File: src/rtl/key_conditioner_if.sv
// Key conditioner signal bundle: raw key pins in, debounced level and pulses out.
// The master drives the raw pins; the slave is the conditioner.
interface key_conditioner_if #(
    parameter int unsigned N_KEYS = 4
);
    logic [N_KEYS-1:0] key_raw;
    logic [N_KEYS-1:0] key_level;
    logic [N_KEYS-1:0] key_press;
    logic [N_KEYS-1:0] key_release;
    logic              any_press;

    modport master (
        output key_raw,
        input  key_level,
        input  key_press,
        input  key_release,
        input  any_press
    );

    modport slave (
        input  key_raw,
        output key_level,
        output key_press,
        output key_release,
        output any_press
    );
endinterface

File: src/rtl/key_conditioner.sv
// N-channel push-button conditioner: synchroniser, debounce, level and press/release pulses.
// Optional auto-repeat of press pulses while held is built when KEY_AUTOREPEAT_EN is defined.
module key_conditioner #(
    parameter int unsigned N_KEYS          = 4,
    parameter int unsigned DEBOUNCE_CYCLES = 16,
    parameter int unsigned ACTIVE_LOW      = 1,
    parameter int unsigned REPEAT_DELAY    = 32,
    parameter int unsigned REPEAT_PERIOD   = 8
) (
    input logic             Clk,
    input logic             Reset,
    key_conditioner_if.slave kif
);
    localparam int unsigned CW = (DEBOUNCE_CYCLES > 1) ? $clog2(DEBOUNCE_CYCLES) : 1;
    localparam logic [CW-1:0] CntMax = CW'(DEBOUNCE_CYCLES - 1);

    logic [N_KEYS-1:0] s1_q, s1_d;
    logic [N_KEYS-1:0] s2_q;
    logic [N_KEYS-1:0] level_q, level_d;
    logic [N_KEYS-1:0] press_q, press_d;
    logic [N_KEYS-1:0] release_q, release_d;
    logic              any_q, any_d;
    logic [CW-1:0]     cnt_q [N_KEYS];
    logic [CW-1:0]     cnt_d [N_KEYS];

`ifdef KEY_AUTOREPEAT_EN
    localparam int unsigned RW = $clog2(REPEAT_DELAY + 1);
    localparam logic [RW-1:0] RptLast   = RW'(REPEAT_DELAY - 1);
    localparam logic [RW-1:0] RptReload = RW'(REPEAT_DELAY - REPEAT_PERIOD);

    logic [RW-1:0] rpt_q [N_KEYS];
    logic [RW-1:0] rpt_d [N_KEYS];
`else
    logic unused_repeat_cfg;
    assign unused_repeat_cfg = ^{32'(REPEAT_DELAY), 32'(REPEAT_PERIOD)};
`endif

    always_comb begin
        // Normalise to pressed = 1 before the synchroniser.
        s1_d      = (ACTIVE_LOW != 0) ? ~kif.key_raw : kif.key_raw;
        level_d   = level_q;
        press_d   = '0;
        release_d = '0;
        for (int i = 0; i < N_KEYS; i++) begin
            cnt_d[i] = cnt_q[i];
            if (s2_q[i] == level_q[i]) begin
                cnt_d[i] = '0;
            end else if (cnt_q[i] == CntMax) begin
                cnt_d[i]     = '0;
                level_d[i]   = s2_q[i];
                press_d[i]   = s2_q[i];
                release_d[i] = ~s2_q[i];
            end else begin
                cnt_d[i] = cnt_q[i] + 1'b1;
            end
`ifdef KEY_AUTOREPEAT_EN
            rpt_d[i] = rpt_q[i];
            // A release this cycle wins over a due repeat.
            if (press_d[i] || release_d[i] || !level_q[i]) begin
                rpt_d[i] = '0;
            end else if (rpt_q[i] == RptLast) begin
                rpt_d[i]   = RptReload;
                press_d[i] = 1'b1;
            end else begin
                rpt_d[i] = rpt_q[i] + 1'b1;
            end
`endif
        end
        any_d = |press_d;
    end

    always_ff @(posedge Clk) begin
        if (Reset) begin
            s1_q      <= '0;
            s2_q      <= '0;
            level_q   <= '0;
            press_q   <= '0;
            release_q <= '0;
            any_q     <= 1'b0;
            for (int i = 0; i < N_KEYS; i++) begin
                cnt_q[i] <= '0;
`ifdef KEY_AUTOREPEAT_EN
                rpt_q[i] <= '0;
`endif
            end
        end else begin
            s1_q      <= s1_d;
            s2_q      <= s1_q;
            level_q   <= level_d;
            press_q   <= press_d;
            release_q <= release_d;
            any_q     <= any_d;
            for (int i = 0; i < N_KEYS; i++) begin
                cnt_q[i] <= cnt_d[i];
`ifdef KEY_AUTOREPEAT_EN
                rpt_q[i] <= rpt_d[i];
`endif
            end
        end
    end

    assign kif.key_level   = level_q;
    assign kif.key_press   = press_q;
    assign kif.key_release = release_q;
    assign kif.any_press   = any_q;

endmodule

File: src/flat_wrapper.sv
// flat-port wrapper written by rule: the top's interface ports become plain ports
module key_conditioner_flat 
#(
    parameter int unsigned N_KEYS          = 4,
    parameter int unsigned DEBOUNCE_CYCLES = 16,
    parameter int unsigned ACTIVE_LOW      = 1,
    parameter int unsigned REPEAT_DELAY    = 32,
    parameter int unsigned REPEAT_PERIOD   = 8
)
  (Clk, Reset, kif_key_raw, kif_key_level, kif_key_press, kif_key_release, kif_any_press);
  key_conditioner_if #(.N_KEYS(N_KEYS)) kif_i ();
  input logic Clk;
  input logic Reset;
  input wire logic [$bits(kif_i.key_raw)-1:0] kif_key_raw;
  output wire logic [$bits(kif_i.key_level)-1:0] kif_key_level;
  output wire logic [$bits(kif_i.key_press)-1:0] kif_key_press;
  output wire logic [$bits(kif_i.key_release)-1:0] kif_key_release;
  output wire logic [$bits(kif_i.any_press)-1:0] kif_any_press;
  assign kif_i.key_raw = kif_key_raw;
  assign kif_key_level = kif_i.key_level;
  assign kif_key_press = kif_i.key_press;
  assign kif_key_release = kif_i.key_release;
  assign kif_any_press = kif_i.any_press;
  key_conditioner #(.N_KEYS(N_KEYS), .DEBOUNCE_CYCLES(DEBOUNCE_CYCLES), .ACTIVE_LOW(ACTIVE_LOW), .REPEAT_DELAY(REPEAT_DELAY), .REPEAT_PERIOD(REPEAT_PERIOD)) u_core (.Clk(Clk), .Reset(Reset), .kif(kif_i));
endmodule
File: config.mk
export PLATFORM = sky130hd
export DESIGN_NAME = key_conditioner_flat
export DESIGN_NICKNAME = d
export VERILOG_FILES = /design/src/rtl/key_conditioner_if.sv /design/src/rtl/key_conditioner.sv /design/src/flat_wrapper.sv
export SDC_FILE = /design/constraint.sdc
export NUM_CORES = 1
export LEC_CHECK = 0
export CORE_AREA = 2 2 56 58
export CTS_BUF_LIST = sky130_fd_sc_hd__clkbuf_8
export DETAILED_ROUTE_END_ITERATION = 8
export DIE_AREA = 0 0 58 60
export GPL_TIMING_DRIVEN = 0
export HOLD_SLACK_MARGIN = 0.02
export PLACE_DENSITY = 0.67
export SETUP_SLACK_MARGIN = 0.4
export SLEW_MARGIN = 20
export SYNTH_ARGS = -nofsm -noshare
export SYNTH_HDL_FRONTEND = slang
export SYNTH_SLANG_ARGS = --single-unit
File: constraint.sdc
create_clock -name Clk -period 1.9 [get_ports Clk]
set_input_delay 0.19 -clock Clk [delete_from_list [all_inputs] [get_ports Clk]]
set_output_delay 0.19 -clock Clk [all_outputs]
set_load 0.005 [all_outputs]
-- After elaboration in Yosys (flattened, before gate mapping)
Memory sizes are Yosys's and may differ from the RTL's.
Index checks and enable logic that the tools add are counted.
- word-level logic and storage cells: 74
- output and inout bits: 13
- memories kept: 1
- register bits after elaboration: 21
- memory bits (read-only): 0
- bits in latches: 0
- bits in writable memories: 16
- multiplexer cells: 23
- div/mod/pow operators: 0
- reductions and logical operators: 9
- bitwise logic cells: 17
- $mul: 0
- shift operators: 0
- eq/ne operators: 8
- magnitude comparators: 0
- $add $sub $neg: 4
- memories (name ; words ; bits a word ; rd ports ; clocked after Yosys merged registers in ; write ports ; line ; source):
    u_core.cnt_q ; 4 ; 4 ; 4 ; 0 ; 4 ; key_conditioner.sv:23 ; logic [CW-1:0] cnt_q [N_KEYS];
- operators with widths (kind ; count):
    4-bit two-way mux ; 12
    4-bit by 1-bit adder with 4-bit output, second input constant ; 4
    4-bit == test, second input constant ; 4
    1-bit NOT ; 12
    3-bit OR reduction ; 4
    1-bit two-way mux ; 11
    2-bit AND reduction ; 4
    1-bit == test ; 4
    4-bit NOT ; 1
    1-bit OR ; 4
    4-bit OR reduction ; 1

-- Logic depth before layout (Yosys ltp)
Gate-level depths: netlist of run 1.
An unclocked memory read counts as a cell.
- depth in word-level cells: 5
- gate-level depth with buffers: 4
- depth with buffers taken out: 4

-- Worst setup path before layout of run 1
OpenSTA, ideal clock, no wires.
- path kind: register -> register
- start: memory u_core.cnt_q[3][0] (netlist bit)
- end: register u_core.any_q (netlist: u_core.kif.any_press)
- path buffers: 0
- cell stages (with the launch flop): 5
- setup time: 0.075 ns
- slack: 0.668 ns
- clock period less this slack: 1.232 ns
- arrival: 1.157 ns
- cells stage by stage: dfxtp_1 > ha_1 > nand3_2 > or3b_1 > a31oi_1
- RTL lines (what ; line ; source):
    start: declaration ; key_conditioner.sv:23 ;
    end signal: assignment ; key_conditioner.sv:92 ; any_q <= any_d;
    end: declaration ; key_conditioner.sv:22 ; logic any_q, any_d;

-- Worst setup path after layout of run 1
- start: register u_core.level_q[3] (netlist: u_core.kif.key_level[3])
- end: output port kif_key_level[3]
- RTL lines (what ; line ; source):
    start: declaration ; key_conditioner.sv:19 ; logic [N_KEYS-1:0] level_q, level_d;
    start signal: assignment ; key_conditioner.sv:89 ; level_q <= level_d;
    end: declaration ; flat_wrapper.sv:15 ; output wire logic [$bits(kif_i.key_level)-1:0] kif_key_level;
No word-level cell between the ends.

==> flow_metrics.tcl, run 1 <==
set metrics [dict create \
    status "complete, no violations" \
    fin_area_mm2 0.00158 \
    hold_viol 0 \
    required_ns 1.71 \
    fin_cells 177 \
    power_per_cell_area_mw_per_mm2 895 \
    end_kind "output pin" \
    fin_crit_sh_pct 74.0 \
    initial_core_util_pct 43.1 \
    fin_skew_ns 0.00207 \
    antenna_left 0 \
    path_buf_inv 1 \
    final-max-slew-violation-count 0 \
    cts_tree "yes" \
    io_pins 19 \
    period_minus_slack_ns 1.41 \
    diodes 0 \
    row_count 20 \
    path_delay_family "buffers and inverters" \
    nFillCells 290 \
    dpl.cell_count 169 \
    regToRegStartpoint "u_core.cnt_q[2][0]" \
    ctsResizeCount 0 \
    power_w 0.00141 \
    synthTopCellsByArea "dfxtp_1 59%, xor2_1 7.0%, nor2_1 6.6%, ha_1 4.0%, nand3_1 4.0%" \
    via_per_inst 4.91 \
    finalWirelength_um 2050 \
    final_layout_size_suffix_gt1_share_pct 6.25 \
    rsz0062_at_grt "no" \
    fp.coreArea_mm2 0.00290 \
    hpwl_um 1480 \
    postCtsHoldBufs 0 \
    drtIter0Drc 25 \
    hp-start "kif_key_raw[3]" \
    final_nets 153 \
    slew_headroom_pct 68.9 \
    tns_ns 0 \
    synthDistinctLibCells 18 \
    grt_max_degree 12 \
    drv_cap 0 \
    wl_per_cell_um 11.6 \
    die_x_um 58 \
    power_leakage_nw 0.664 \
    tightestPinTransition_ns 0.466 \
    place_congestion 0.671 \
    timing.rr.end "u_core.kif.any_press" \
    synth_fp_nets 128 \
    overflow 0 \
    reg2reg_slack_ns 0.56 \
    grt_usage_pct 14.0 \
    hp-class "primary input to flop" \
    synth_top_cell_area_share_pct 59.1 \
    setup_viol 0 \
    htree_levels 2 \
    grt_pass1_wl_um 3510 \
    post_cts_buffers 0 \
    cp_max_fo 5 \
    grt_pass1_vias 804 \
    seq_area_um2 741 \
    crit_type "flop to output pin" \
    drc 0 \
    synth_cells 118 \
    crit_arrival_ns 1.22 \
    cpMaxStageDelayCell "clkdlybuf4s50_1" \
    path_clk_slew_ns 0.07 \
    whs_path_depth 2 \
    drt_pass1_iterations 4 \
    ys_seq_area_share_pct 59.1 \
    die_y_um 60 \
    reg2reg_depth 4 \
    fp.dieArea_mm2 0.00348 \
    cts_buffers 5 \
    whs_endpoint "u_core.s1_q[3]" \
    io_buffers 18 \
    clock_sinks 37 \
    syn-cell-area_mm2 0.00125 \
    root_buffer "clkbuf_8" \
    area_delta_synth_final_pct 25.8 \
    worst_skew_pair.late_latency_ns 0.28 \
    dpl_cell_area_mm2 0.00147 \
    antenna_found_initial 0 \
    path_cells "clkdlybuf4s50_1" \
    clockBufferDepth 2 \
    synth_area_leader_cell "dfxtp_1" \
    max_stage_delay_ns 0.53 \
    multiInputGateArea_um2 485 \
    clock.fmax_ghz 0.711 \
    ys_warn_count 0 \
    postSynthAreaPerCell_um2 10.6 \
    cp-start-kind "flop" \
    route.vias.total 869 \
    ys_ff_latch 37 \
    ir_drop_mv 0.512 \
]
[per-stage QoR]
step	util (%)	setup WS, ns	hold slack, ns
floorplan	-	0.668	0.257
global placement	50.8	0.473	0.420
detailed placement	50.8	0.459	0.425
CTS	54.3	0.488	0.414
global route	54.3	0.406	0.420
finish	54.3	0.493	0.420
[where the power goes]
group,internal [W],switching (W)
combinational,0.0000176,0.0000178
sequential,0.000786,0.00000649
clock,0.000327,0.000254
[layout make-up]
class	instances	share of cell area, %
Inverter	5	1.19
Buffer	2	0.477
Clock inverter	1	0.318
Tap cell	33	2.62
Timing Repair Buffer	18	11.4
Sequential cell	37	47.0
Clock buffer	7	6.12
Multi-Input combinational cell	74	30.8
[cell families after synthesis]
family,Yosys count,synth area share (%)
DFF,37,59.1
muxes,4,3.20
AOI/OAI and AO/OA,2,1.20
and+or+nand+nor,52,22.0
adders and majority gates,4,4.00
buffers and inverters,7,2.10
xor gates and xnor gates,12,8.39
[cell usage in the layout (no fill, tap or decap)]
master	count
dfxtp_1	37
nor2_1	22
clkdlybuf4s50_1	18
nand3_1	10
xor2_1	10
clkbuf_8	7
inv_1	5
nor4b_1	4
mux2i_1	4
nor2b_1	4
ha_1	4
nor3_1	3
or3b_1	3
and3_1	3
clkbuf_1	2
xnor2_1	2
nand2b_1	2
nand3_2	1
o22a_1	1
a31oi_1	1
clkinv_2	1
[layer usage]
layer | vias up | GRT usage, % | wire length [um]
met3 | 2 | 6.71 | 123
met5 | - | 0 | 0
met1 | 401 | 14.7 | 851
met2 | 25 | 23.5 | 1060
li1 | 441 | - | -
met4 | 0 | 6.98 | 17
[sequential cells by signal (all words and copies together) (netlist names)]
signal and flops:
u_core.cnt_q 16, u_core.kif.any_press 1, u_core.kif.key_level 4, u_core.kif.key_press 4
u_core.kif.key_release 4, u_core.s1_q 4, u_core.s2_q 4
[synthesized netlist by cell type]
cell,number
nand3_2,1
dfxtp_1,37
clkbuf_1,2
ha_1,4
xnor2_1,2
nor2b_1,4
nand3_1,10
mux2i_1,4
nor3_1,3
nand2b_1,2
o22a_1,1
inv_1,5
nor2_1,22
xor2_1,10
and3_1,3
or3b_1,3
a31oi_1,1
nor4b_1,4
[worst max-delay path by stage]
stage,to,depth (start not counted),start
floorplan,u_core.kif.any_press,4,u_core.cnt_q[3][0]
global placement,u_core.kif.key_press[1],3,Reset
detailed placement,u_core.kif.key_press[1],3,Reset
CTS,kif_key_level[1],1,u_core.kif.key_level[1]
global route,u_core.kif.any_press,4,u_core.cnt_q[2][0]
finish,kif_key_level[3],1,u_core.kif.key_level[3]
Note: power is estimated with default switching activity, not from simulation.
==> run 2, diff against run 1 <==
PLACE_DENSITY = 0.69   (was 0.67)
clock period = 1.2 ns   (was 1.9 ns; I/O delays follow)
==> flow_metrics.tcl, run 2 (synthesis results as in run 1) <==
set metrics [dict create \
    status "complete, no violations" \
    hold_slack_ns 0.293 \
    cts_buffers 5 \
    hp-class "primary input to flop" \
    via_per_inst 4.93 \
    grt_use_met1_pct 19.0 \
    power_w 0.00232 \
    end_kind "flop" \
    clock.fmax_ghz 0.834 \
    worst_skew_pair.late_latency_ns 0.29 \
    place_congestion 0.691 \
    path_cells "ha_4, nand3_4, or3b_4, a31oi_4" \
    antenna_left 0 \
    postCtsHoldBufs 0 \
    finalWirelength_um 2960 \
    hold_viol 0 \
    htree_levels 2 \
    final_layout_size_suffix_gt1_share_pct 60.7 \
    root_buffer "clkbuf_8" \
    row_count 20 \
    cp-start-kind "flop" \
    top_register "u_core.cnt_q" \
    period_minus_slack_ns 1.20 \
    clock_sinks 37 \
    path_buf_inv 0 \
    route.vias.total 991 \
    grt_use_met2_pct 30.0 \
    grt_pass1_vias 966 \
    fin_crit_sh_pct 99.9 \
    max_stage_delay_ns 0.41 \
    power_leakage_nw 0.869 \
    wl_per_cell_um 14.7 \
    grt_pass1_wl_um 4300 \
    tightestPinTransition_ns 0.370 \
    fp.dieArea_mm2 0.00348 \
    setup_viol 0 \
    busiest_layer "met2" \
    drt_pass1_iterations 4 \
    path_delay_family "simple AND/OR/NAND/NOR gates" \
    die_y_um 60 \
    crit_type "flop to flop" \
    cpMaxStageDelayCell "or3b_4" \
    path_clk_slew_ns 0.08 \
    io_buffers 18 \
    ir_drop_mv 1.06 \
    drv_cap 0 \
    fin_skew_ns 0.00843 \
    initial_core_util_pct 43.1 \
    diodes 0 \
    mostFrequentLayoutCells "19 x dfxtp_1, 18 x dfxtp_2, 15 x nor2_1, 15 x buf_6, 11 x buf_4" \
    largest_reg_flops 16 \
    layout_commonest_cell "dfxtp_1" \
    cts_tree "yes" \
    overflow 0 \
    antenna_found_initial 0 \
    slew_headroom_pct 75.3 \
    die_x_um 58 \
    final_nets 177 \
    grt_usage_pct 17.1 \
    grt_max_degree 12 \
    required_ns 1.43 \
    io_pins 19 \
    cp_max_fo 2 \
    area_delta_synth_final_pct 70.3 \
    drtIter0Drc 19 \
    final-max-slew-violation-count 0 \
    rsz0062_at_grt "yes" \
    drc 0 \
    grt.met3_usage_pct 4.55 \
    power_per_cell_area_mw_per_mm2 1090 \
    clockBufferDepth 2 \
    crit_arrival_ns 1.43 \
    fp.coreArea_mm2 0.00290 \
    hpwl_um 1520 \
]
-- run 2: cell count changes in the layout (fill, tap and decap cells not counted), sizes merged --
| cell | delta |
|---|---|
| dlygate4sd2 | +1 |
| clkdlybuf4s50 | -14 |
| clkbuf | +1 |
| buf | +36 |
-- run 2: area by class of cell --
class,instances,area [um2]
clock buffer,7,96.3
tap,33,41.3
clock inverter,1,5.00
sequential,37,763
timing repair buffer,42,370
multi-input combinational,74,811
buffer,2,27.5
inverter,5,18.8
fill,186,769
-- run 2: metal layers --
layer,share of wire (%),up-vias
met5,0,-
met4,2.1,0
met3,4.4,8
met2,55,20
met1,39,473
li1,-,490
-- run 2: final timing paths --
kind | start | to | slack, ns | cells past startpoint
setup / recovery | u_core.cnt_q[2][1] | u_core.kif.any_press | 0.001 | 4
hold / removal | Reset | u_core.s2_q[1] | 0.29 | 2
setup reg to reg | u_core.cnt_q[2][1] | u_core.kif.any_press | 0.001 | 4
hold reg to reg | u_core.s1_q[2] | u_core.s2_q[2] | 0.44 | 1
-- run 2: worst register-to-register path, delay by kind of cell (launching register included) --
family,cells,cell delay [ns]
AND/OR/NAND/NOR,2,0.47
flip-flops,1,0.36
AO/OA/AOI/OAI,1,0.16
adder cells (fa/ha/maj),1,0.15
-- run 2: repair_timing --
item | 4_1_cts | 5_1_grt
setup buffers | 19 | 5
pin swaps | 16 | 14
resized for setup | 80 | 36
endpoints found under the setup margin | 48 | 42
-- run 2: stage by stage --
stage / setup TNS [ns] / cells / util (%) / cell area (um2) / setup slack (ns)
after global routing: -0.0721 / 201 / 73.5 / 2130 / -0.0403
after CTS: 0 / 196 / 66.9 / 1940 / 0.0125
after detailed placement: -2.75 / 169 / 54.9 / 1590 / -0.204
after floorplan: 0 / 118 / - / 1370 / 0.0722
final: 0 / 201 / 73.5 / 2130 / 0.00103
after global placement: -2.51 / 169 / 54.9 / 1590 / -0.162
-- run 2: where the power goes --
part	internal, W	total (W)	switching [W]
Clock	0.000519	0.000962	0.000443
Sequential	0.00125	0.00126	0.0000191
Combinational	0.0000481	0.0000953	0.0000472
Total	0.00181	0.00232	0.000509
